<file path="src/rtl/row_pkt_pkg.sv">
// rtl/row_pkt_pkg.sv - shared row-packet constants, completion status codes and receiver FSM encoding
package row_pkt_pkg;

    localparam int AXIS_DATA_WIDTH  = 512;
    localparam int DATA_BEATS_DEF   = 16;
    localparam int REQ_ID_WIDTH_DEF = 32;

    typedef enum logic [1:0] {
        ST_OK       = 2'd0,
        ST_SHORT    = 2'd1,
        ST_LONG     = 2'd2,
        ST_MISMATCH = 2'd3
    } cpl_status_e;

    typedef enum logic [2:0] {
        S_HDR    = 3'd0,
        S_DATA   = 3'd1,
        S_FTR    = 3'd2,
        S_RESYNC = 3'd3,
        S_CPL    = 3'd4
    } rx_state_e;

endpackage

</file>
<file path="src/rtl/axis_out_reg.sv">
// rtl/axis_out_reg.sv - single-stage TDATA+TLAST output register with valid/ready flow control
module axis_out_reg #(
    parameter int W = 512
) (
    input  logic         clk,
    input  logic         resetn,
    input  logic [W-1:0] s_tdata,
    input  logic         s_tlast,
    input  logic         s_tvalid,
    output logic         s_tready,
    output logic [W-1:0] m_tdata,
    output logic         m_tlast,
    output logic         m_tvalid,
    input  logic         m_tready
);

    logic [W-1:0] tdata_q;
    logic         tlast_q;
    logic         tvalid_q;

    // Reload on the same edge the downstream consumes, so a full register never bubbles.
    assign s_tready = !tvalid_q || m_tready;

    always_ff @(posedge clk or negedge resetn) begin
        if (!resetn) begin
            tdata_q  <= '0;
            tlast_q  <= 1'b0;
            tvalid_q <= 1'b0;
        end else if (s_tready) begin
            tvalid_q <= s_tvalid;
            tlast_q  <= s_tvalid && s_tlast;
            if (s_tvalid) begin
                tdata_q <= s_tdata;
            end
        end
    end

    assign m_tdata  = tdata_q;
    assign m_tlast  = tlast_q;
    assign m_tvalid = tvalid_q;

endmodule

</file>
<file path="src/rtl/row_pkt_receiver.sv">
// rtl/row_pkt_receiver.sv - strips header/footer of row packets, forwards data, posts completions; stats under ROW_PKT_RX_STATS_EN
module row_pkt_receiver
    import row_pkt_pkg::*;
#(
    parameter int REQ_ID_WIDTH = REQ_ID_WIDTH_DEF,
    parameter int DATA_BEATS   = DATA_BEATS_DEF
) (
    input  logic                       clk,
    input  logic                       resetn,
    input  logic [AXIS_DATA_WIDTH-1:0] AXIS_RX_TDATA,
    input  logic                       AXIS_RX_TVALID,
    input  logic                       AXIS_RX_TLAST,
    output logic                       AXIS_RX_TREADY,
    output logic [AXIS_DATA_WIDTH-1:0] AXIS_TX_TDATA,
    output logic                       AXIS_TX_TVALID,
    output logic                       AXIS_TX_TLAST,
    input  logic                       AXIS_TX_TREADY,
    output logic [REQ_ID_WIDTH-1:0]    CPL_ID,
    output logic [1:0]                 CPL_STATUS,
    output logic                       CPL_VALID,
    input  logic                       CPL_READY,
    output logic [31:0]                PKT_COUNT,
    output logic [31:0]                ERR_COUNT
);

    localparam int CNT_W = $clog2(DATA_BEATS + 1);

    rx_state_e               state_q, state_d;
    logic [REQ_ID_WIDTH-1:0] hdr_id_q, hdr_id_d;
    logic [CNT_W-1:0]        beat_cnt_q, beat_cnt_d;
    cpl_status_e             status_q, status_d;

    logic rx_tready;
    logic rx_fire;
    logic out_s_tready;
    logic out_s_tvalid;
    logic out_s_tlast;
    logic last_data_beat;
    logic cpl_valid;
    logic cpl_fire;

    assign last_data_beat = (beat_cnt_q == CNT_W'(1));

    always_comb begin
        rx_tready = 1'b0;
        case (state_q)
            S_HDR, S_FTR, S_RESYNC: rx_tready = 1'b1;
            S_DATA:                 rx_tready = out_s_tready;
            default:                rx_tready = 1'b0;
        endcase
    end

    assign AXIS_RX_TREADY = rx_tready && resetn;
    assign rx_fire        = AXIS_RX_TVALID && AXIS_RX_TREADY;

    assign out_s_tvalid = (state_q == S_DATA) && rx_fire;
    assign out_s_tlast  = AXIS_RX_TLAST || last_data_beat;

    axis_out_reg #(
        .W (AXIS_DATA_WIDTH)
    ) u_out_reg (
        .clk      (clk),
        .resetn   (resetn),
        .s_tdata  (AXIS_RX_TDATA),
        .s_tlast  (out_s_tlast),
        .s_tvalid (out_s_tvalid),
        .s_tready (out_s_tready),
        .m_tdata  (AXIS_TX_TDATA),
        .m_tlast  (AXIS_TX_TLAST),
        .m_tvalid (AXIS_TX_TVALID),
        .m_tready (AXIS_TX_TREADY)
    );

    // The completion waits for the output register to drain so it never overtakes its data.
    assign cpl_valid = (state_q == S_CPL) && !AXIS_TX_TVALID;
    assign cpl_fire  = cpl_valid && CPL_READY;

    always_comb begin
        state_d    = state_q;
        hdr_id_d   = hdr_id_q;
        beat_cnt_d = beat_cnt_q;
        status_d   = status_q;
        case (state_q)
            S_HDR: begin
                if (rx_fire) begin
                    hdr_id_d   = AXIS_RX_TDATA[REQ_ID_WIDTH-1:0];
                    beat_cnt_d = CNT_W'(DATA_BEATS);
                    if (AXIS_RX_TLAST) begin
                        status_d = ST_SHORT;
                        state_d  = S_CPL;
                    end else begin
                        state_d  = S_DATA;
                    end
                end
            end
            S_DATA: begin
                if (rx_fire) begin
                    beat_cnt_d = beat_cnt_q - CNT_W'(1);
                    if (AXIS_RX_TLAST) begin
                        status_d = ST_SHORT;
                        state_d  = S_CPL;
                    end else if (last_data_beat) begin
                        state_d  = S_FTR;
                    end
                end
            end
            S_FTR: begin
                if (rx_fire) begin
                    if (!AXIS_RX_TLAST) begin
                        status_d = ST_LONG;
                        state_d  = S_RESYNC;
                    end else if (AXIS_RX_TDATA[REQ_ID_WIDTH-1:0] != hdr_id_q) begin
                        status_d = ST_MISMATCH;
                        state_d  = S_CPL;
                    end else begin
                        status_d = ST_OK;
                        state_d  = S_CPL;
                    end
                end
            end
            S_RESYNC: begin
                if (rx_fire && AXIS_RX_TLAST) begin
                    state_d = S_CPL;
                end
            end
            S_CPL: begin
                if (cpl_fire) begin
                    state_d = S_HDR;
                end
            end
            default: state_d = S_HDR;
        endcase
    end

    always_ff @(posedge clk or negedge resetn) begin
        if (!resetn) begin
            state_q    <= S_HDR;
            hdr_id_q   <= '0;
            beat_cnt_q <= '0;
            status_q   <= ST_OK;
        end else begin
            state_q    <= state_d;
            hdr_id_q   <= hdr_id_d;
            beat_cnt_q <= beat_cnt_d;
            status_q   <= status_d;
        end
    end

    assign CPL_VALID  = cpl_valid;
    assign CPL_ID     = hdr_id_q;
    assign CPL_STATUS = status_q;

`ifdef ROW_PKT_RX_STATS_EN
    logic [31:0] pkt_cnt_q;
    logic [31:0] err_cnt_q;

    always_ff @(posedge clk or negedge resetn) begin
        if (!resetn) begin
            pkt_cnt_q <= '0;
            err_cnt_q <= '0;
        end else if (cpl_fire) begin
            pkt_cnt_q <= pkt_cnt_q + 32'd1;
            if (status_q != ST_OK) begin
                err_cnt_q <= err_cnt_q + 32'd1;
            end
        end
    end

    assign PKT_COUNT = pkt_cnt_q;
    assign ERR_COUNT = err_cnt_q;
`else
    assign PKT_COUNT = '0;
    assign ERR_COUNT = '0;
`endif

endmodule

</file>
<file path="config.mk">
export PLATFORM = sky130hd
export DESIGN_NAME = row_pkt_receiver
export DESIGN_NICKNAME = d
export VERILOG_FILES = /design/src/rtl/row_pkt_pkg.sv /design/src/rtl/axis_out_reg.sv /design/src/rtl/row_pkt_receiver.sv
export SDC_FILE = /design/constraint.sdc
export NUM_CORES = 1
export LEC_CHECK = 0
export ABC_AREA = 0
export BUFFER_PORTS_ARGS = -buffer_cell sky130_fd_sc_hd__buf_2
export CORE_AREA = 2 2 441 443
export DETAILED_ROUTE_END_ITERATION = 7
export DIE_AREA = 0 0 443 445
export PLACE_DENSITY_LB_ADDON = 0.2
export SLEW_MARGIN = 20
export SYNTH_ARGS = -nofsm -noshare
export SYNTH_HDL_FRONTEND = slang
export SYNTH_SLANG_ARGS = --single-unit
</file>
<file path="constraint.sdc">
create_clock -name clk -period 2.7 [get_ports clk]
set_input_delay 0 -clock clk [delete_from_list [all_inputs] [get_ports clk]]
set_output_delay 0 -clock clk [all_outputs]
set_load 0.1 [all_outputs]
</file>
==> results.txt <==
The flow ran to the end, and the final reports show no timing, DRC or antenna violations. Across the whole layout, storage elements account for 13900 µm². The run gives 1093 as the DRC violation total after the first TritonRoute iteration. The fraction of final layout cells with drive strength greater than 1 works out to 0.290. The fraction of registers with async set or reset after synthesis works out to 1.00. The number of H-tree branching levels is 3. The layout has 21400 filler cells. The multi-input combinational cells in the finished layout cover a total of 7100 µm². The run gives 8 as the number of antenna violations at the first check in global routing.

Class of the most critical hold timing path: input port to asynchronous set/reset pin. The logs give 2960 ps for the endpoint arrival time on the critical path and 0 for the final-report setup violation count. The site row count was 161; the average routed wire per standard cell was 16.2 µm.

Dividing the detail-routed via count by the number of cells gives 3.30. For the number of gates given a new drive strength after cts, the log shows 0. For this design, the sink count on the clock tree is 556. For this run, design rule violations remaining after detail routing come to 0. The floorplan step defined a die boundary enclosing 197000 µm². The logs give 0.115 for the effective utilization at floorplan and 0.899 for the weighted congestion at the end of routability-driven global placement. At the later pin of the worst-skew pair, clock insertion delay measures 690 ps. The root buffer cell chosen for the clock tree is sky130_fd_sc_hd__clkbuf_16. Counting the buffers created by CTS gives 78. TritonCTS built the clock tree.

The highest achievable clock rate is 425 MHz. During placement, the flow inserted port buffers numbering 1067. The top fanout value on the critical path works out to 73.

After global routing the overflow that remains totals 0. The number of enable flip-flop cells after synthesis was 0; the final instance count without filler cells was 6935. Detailed routing inserted a total of 22900 vias. The core region is 192000 µm². The average instance area after synthesis is 9.13 µm². In this run the vertical extent of the chip is 445 µm. After routing, the total negative slack on setup checks comes to 0 ps. The worst setup path is captured at a flip-flop. Post-cts hold buffer count: 850.

Wire length of the first global-routing pass: 163 mm. The share of the synthesized area in the top cell type is 0.630. For the final net count, the log shows 4863.

STA classifies the critical path startpoint as a flip-flop. Counting tap cells, the placed design contains a total of 5939 instances. By startpoint and endpoint, the worst setup path is classified as flip-flop to flip-flop. The maximum clock path buffer count is 3, and the number of global-route vias before repair is 24100. The global-route usage over all layers came out at 0.110.

The logs give 0 for the synthesis warning total and 0 for the count of maximum capacitance violations. Ranked by total cell area, the synthesized netlist is headed by sky130_fd_sc_hd__dfrtp_1, sky130_fd_sc_hd__nand2_1, sky130_fd_sc_hd__buf_4, sky130_fd_sc_hd__buf_6, sky130_fd_sc_hd__mux2_2. The share of the clock period used by the worst path after layout came out at 0.871. Counting I/O delays and the setup requirement, the final critical path takes 2350 ps. The largest total area in the synthesized netlist belongs to sky130_fd_sc_hd__dfrtp_1. Required time of the critical path: 3310 ps. The tools report the share of synthesized area occupied by flip-flops and latches as 0.630.

For the pin with the worst max-slew slack, the measured transition is 926 ps. The post-DP HPWL was 82.4 mm; the number of standard cells after synthesis was 2418. The run gives 0 as the number of max-slew violations in the final report. For this run, the leading register cell type out of synthesis is sky130_fd_sc_hd__dfrtp_1. The most frequent standard cell in the layout excluding fill and tap cells was sky130_fd_sc_hd__nand2_1. Leaving out fill and tap cells, the most frequent cells in the layout are sky130_fd_sc_hd__nand2_1, sky130_fd_sc_hd__buf_2, sky130_fd_sc_hd__dlygate4sd3_1, sky130_fd_sc_hd__dfrtp_1, sky130_fd_sc_hd__clkbuf_16. Synthesis instantiated 36 different standard cells from the library.

The number of antenna-violating nets in the routed design is 0. For the final core area utilization, the log shows 0.215. The number of optimization iterations in the first detailed-route pass was 7.

The worst relative slew slack was 0.382; the register bit count reported by yosys was 556. Setup repair after global routing left no endpoint under its margin. The area growth from synthesis to layout is 86.9%.

Entering global routing, the biggest net connects 137 pins. Total wirelength of the detailed-routed design: 112 mm. 1132 I/O pins were placed. The synthesized cell area was 22100 µm²; the width of the chip was 443 µm.

Clock-pin slew was measured on the worst setup and hold paths at 50 ps. The tools report the clock skew after layout as 16.7 ps. For the count of endpoints failing hold in the final timing report, the log shows 0. The run gives 0 as the post-CTS setup buffer count.
## layer usage
layer	GRT usage	vias to the layer above	wire [µm]
li1	-	11100	-
met3	0.0374	155	8610
met2	0.181	756	53100
met5	0	-	29
met4	0.0399	4	3450
met1	0.133	10900	46800
## state kept, by name, indices dropped and copies added, names as in the netlist
name	count
u_out_reg.m_tlast	1
state_q	3
beat_cnt_q	5
CPL_ID	32
u_out_reg.m_tdata	512
CPL_STATUS	2
u_out_reg.m_tvalid	1
## Yosys cell counts, types with 2 or more instances
cell type,n
sky130_fd_sc_hd__ha_1,2
sky130_fd_sc_hd__nor3_1,2
sky130_fd_sc_hd__a21oi_1,4
sky130_fd_sc_hd__buf_2,35
sky130_fd_sc_hd__o21ai_0,6
sky130_fd_sc_hd__nor2_1,10
sky130_fd_sc_hd__nor4_1,8
sky130_fd_sc_hd__mux2_2,33
sky130_fd_sc_hd__nand3b_1,3
sky130_fd_sc_hd__buf_4,84
sky130_fd_sc_hd__buf_6,33
sky130_fd_sc_hd__xor2_1,32
sky130_fd_sc_hd__dfrtp_1,556
sky130_fd_sc_hd__inv_1,5
sky130_fd_sc_hd__nand3_1,3
sky130_fd_sc_hd__clkbuf_1,33
sky130_fd_sc_hd__or3_1,2
sky130_fd_sc_hd__nand2b_1,2
sky130_fd_sc_hd__nand4_1,2
sky130_fd_sc_hd__nand2_1,1547
## metrics by stage
stage / worst slack (ps) / hold WS (ps) / cell area [µm²]
6_report: 348 / 42.1 / 41300
5_1_grt: 121 / 34.0 / 41300
4_1_cts: 261 / 0.640 / 41300
3_5_place_dp: 286 / 145 / 30200
3_3_place_gp: 345 / 147 / 30200
2_1_floorplan: 343 / -296 / 22300
## final timing paths
kind / cells past startpoint / slack [ps] / from / to
hold reg to reg: 2 / 460 / u_out_reg.m_tdata[119] / u_out_reg.m_tdata[119]
setup / recovery: 8 / 350 / u_out_reg.m_tvalid / u_out_reg.m_tdata[301]
setup reg to reg: 8 / 350 / u_out_reg.m_tvalid / u_out_reg.m_tdata[301]
min in group clk: 4 / 90 / AXIS_RX_TDATA[471] / u_out_reg.m_tdata[471]
hold / removal: 3 / 40 / resetn / u_out_reg.m_tdata[505]
max in group asynchronous: 4 / 1160 / resetn / u_out_reg.m_tdata[173]
## cell families after synthesis
family / Yosys count / synth area share
mux: 34 / 0.0173
other cells: 1 / 0.000170
simple gates: 1587 / 0.274
flops: 556 / 0.630
xor+xnor: 32 / 0.0127
fa+ha+maj: 2 / 0.00113
buf+inv: 190 / 0.0598
compound gates: 16 / 0.00453
## layout make-up
| type | instances | area share |
|---|---|---|
| inverter | 5 | 0.000455 |
| multi-input combinational | 1735 | 0.172 |
| antenna | 8 | 0.000485 |
| timing repair buffer | 1967 | 0.351 |
| sequential | 556 | 0.337 |
| clock inverter | 31 | 0.00943 |
| tap | 2526 | 0.0766 |
| clock buffer | 107 | 0.0533 |
## worst max-delay path, stage by stage, from the launching register on
cell and delay, ps:
sky130_fd_sc_hd__dfrtp_1 410, sky130_fd_sc_hd__and4bb_4 230, sky130_fd_sc_hd__nor3_4 280, sky130_fd_sc_hd__nor3b_4 350
sky130_fd_sc_hd__buf_12 230, sky130_fd_sc_hd__buf_12 290, sky130_fd_sc_hd__buf_4 240, sky130_fd_sc_hd__nand2_1 60
sky130_fd_sc_hd__nand2_1 50
Power is not shown: default switching activity piles up to over one toggle a cycle in this logic, so the estimate is an artifact.
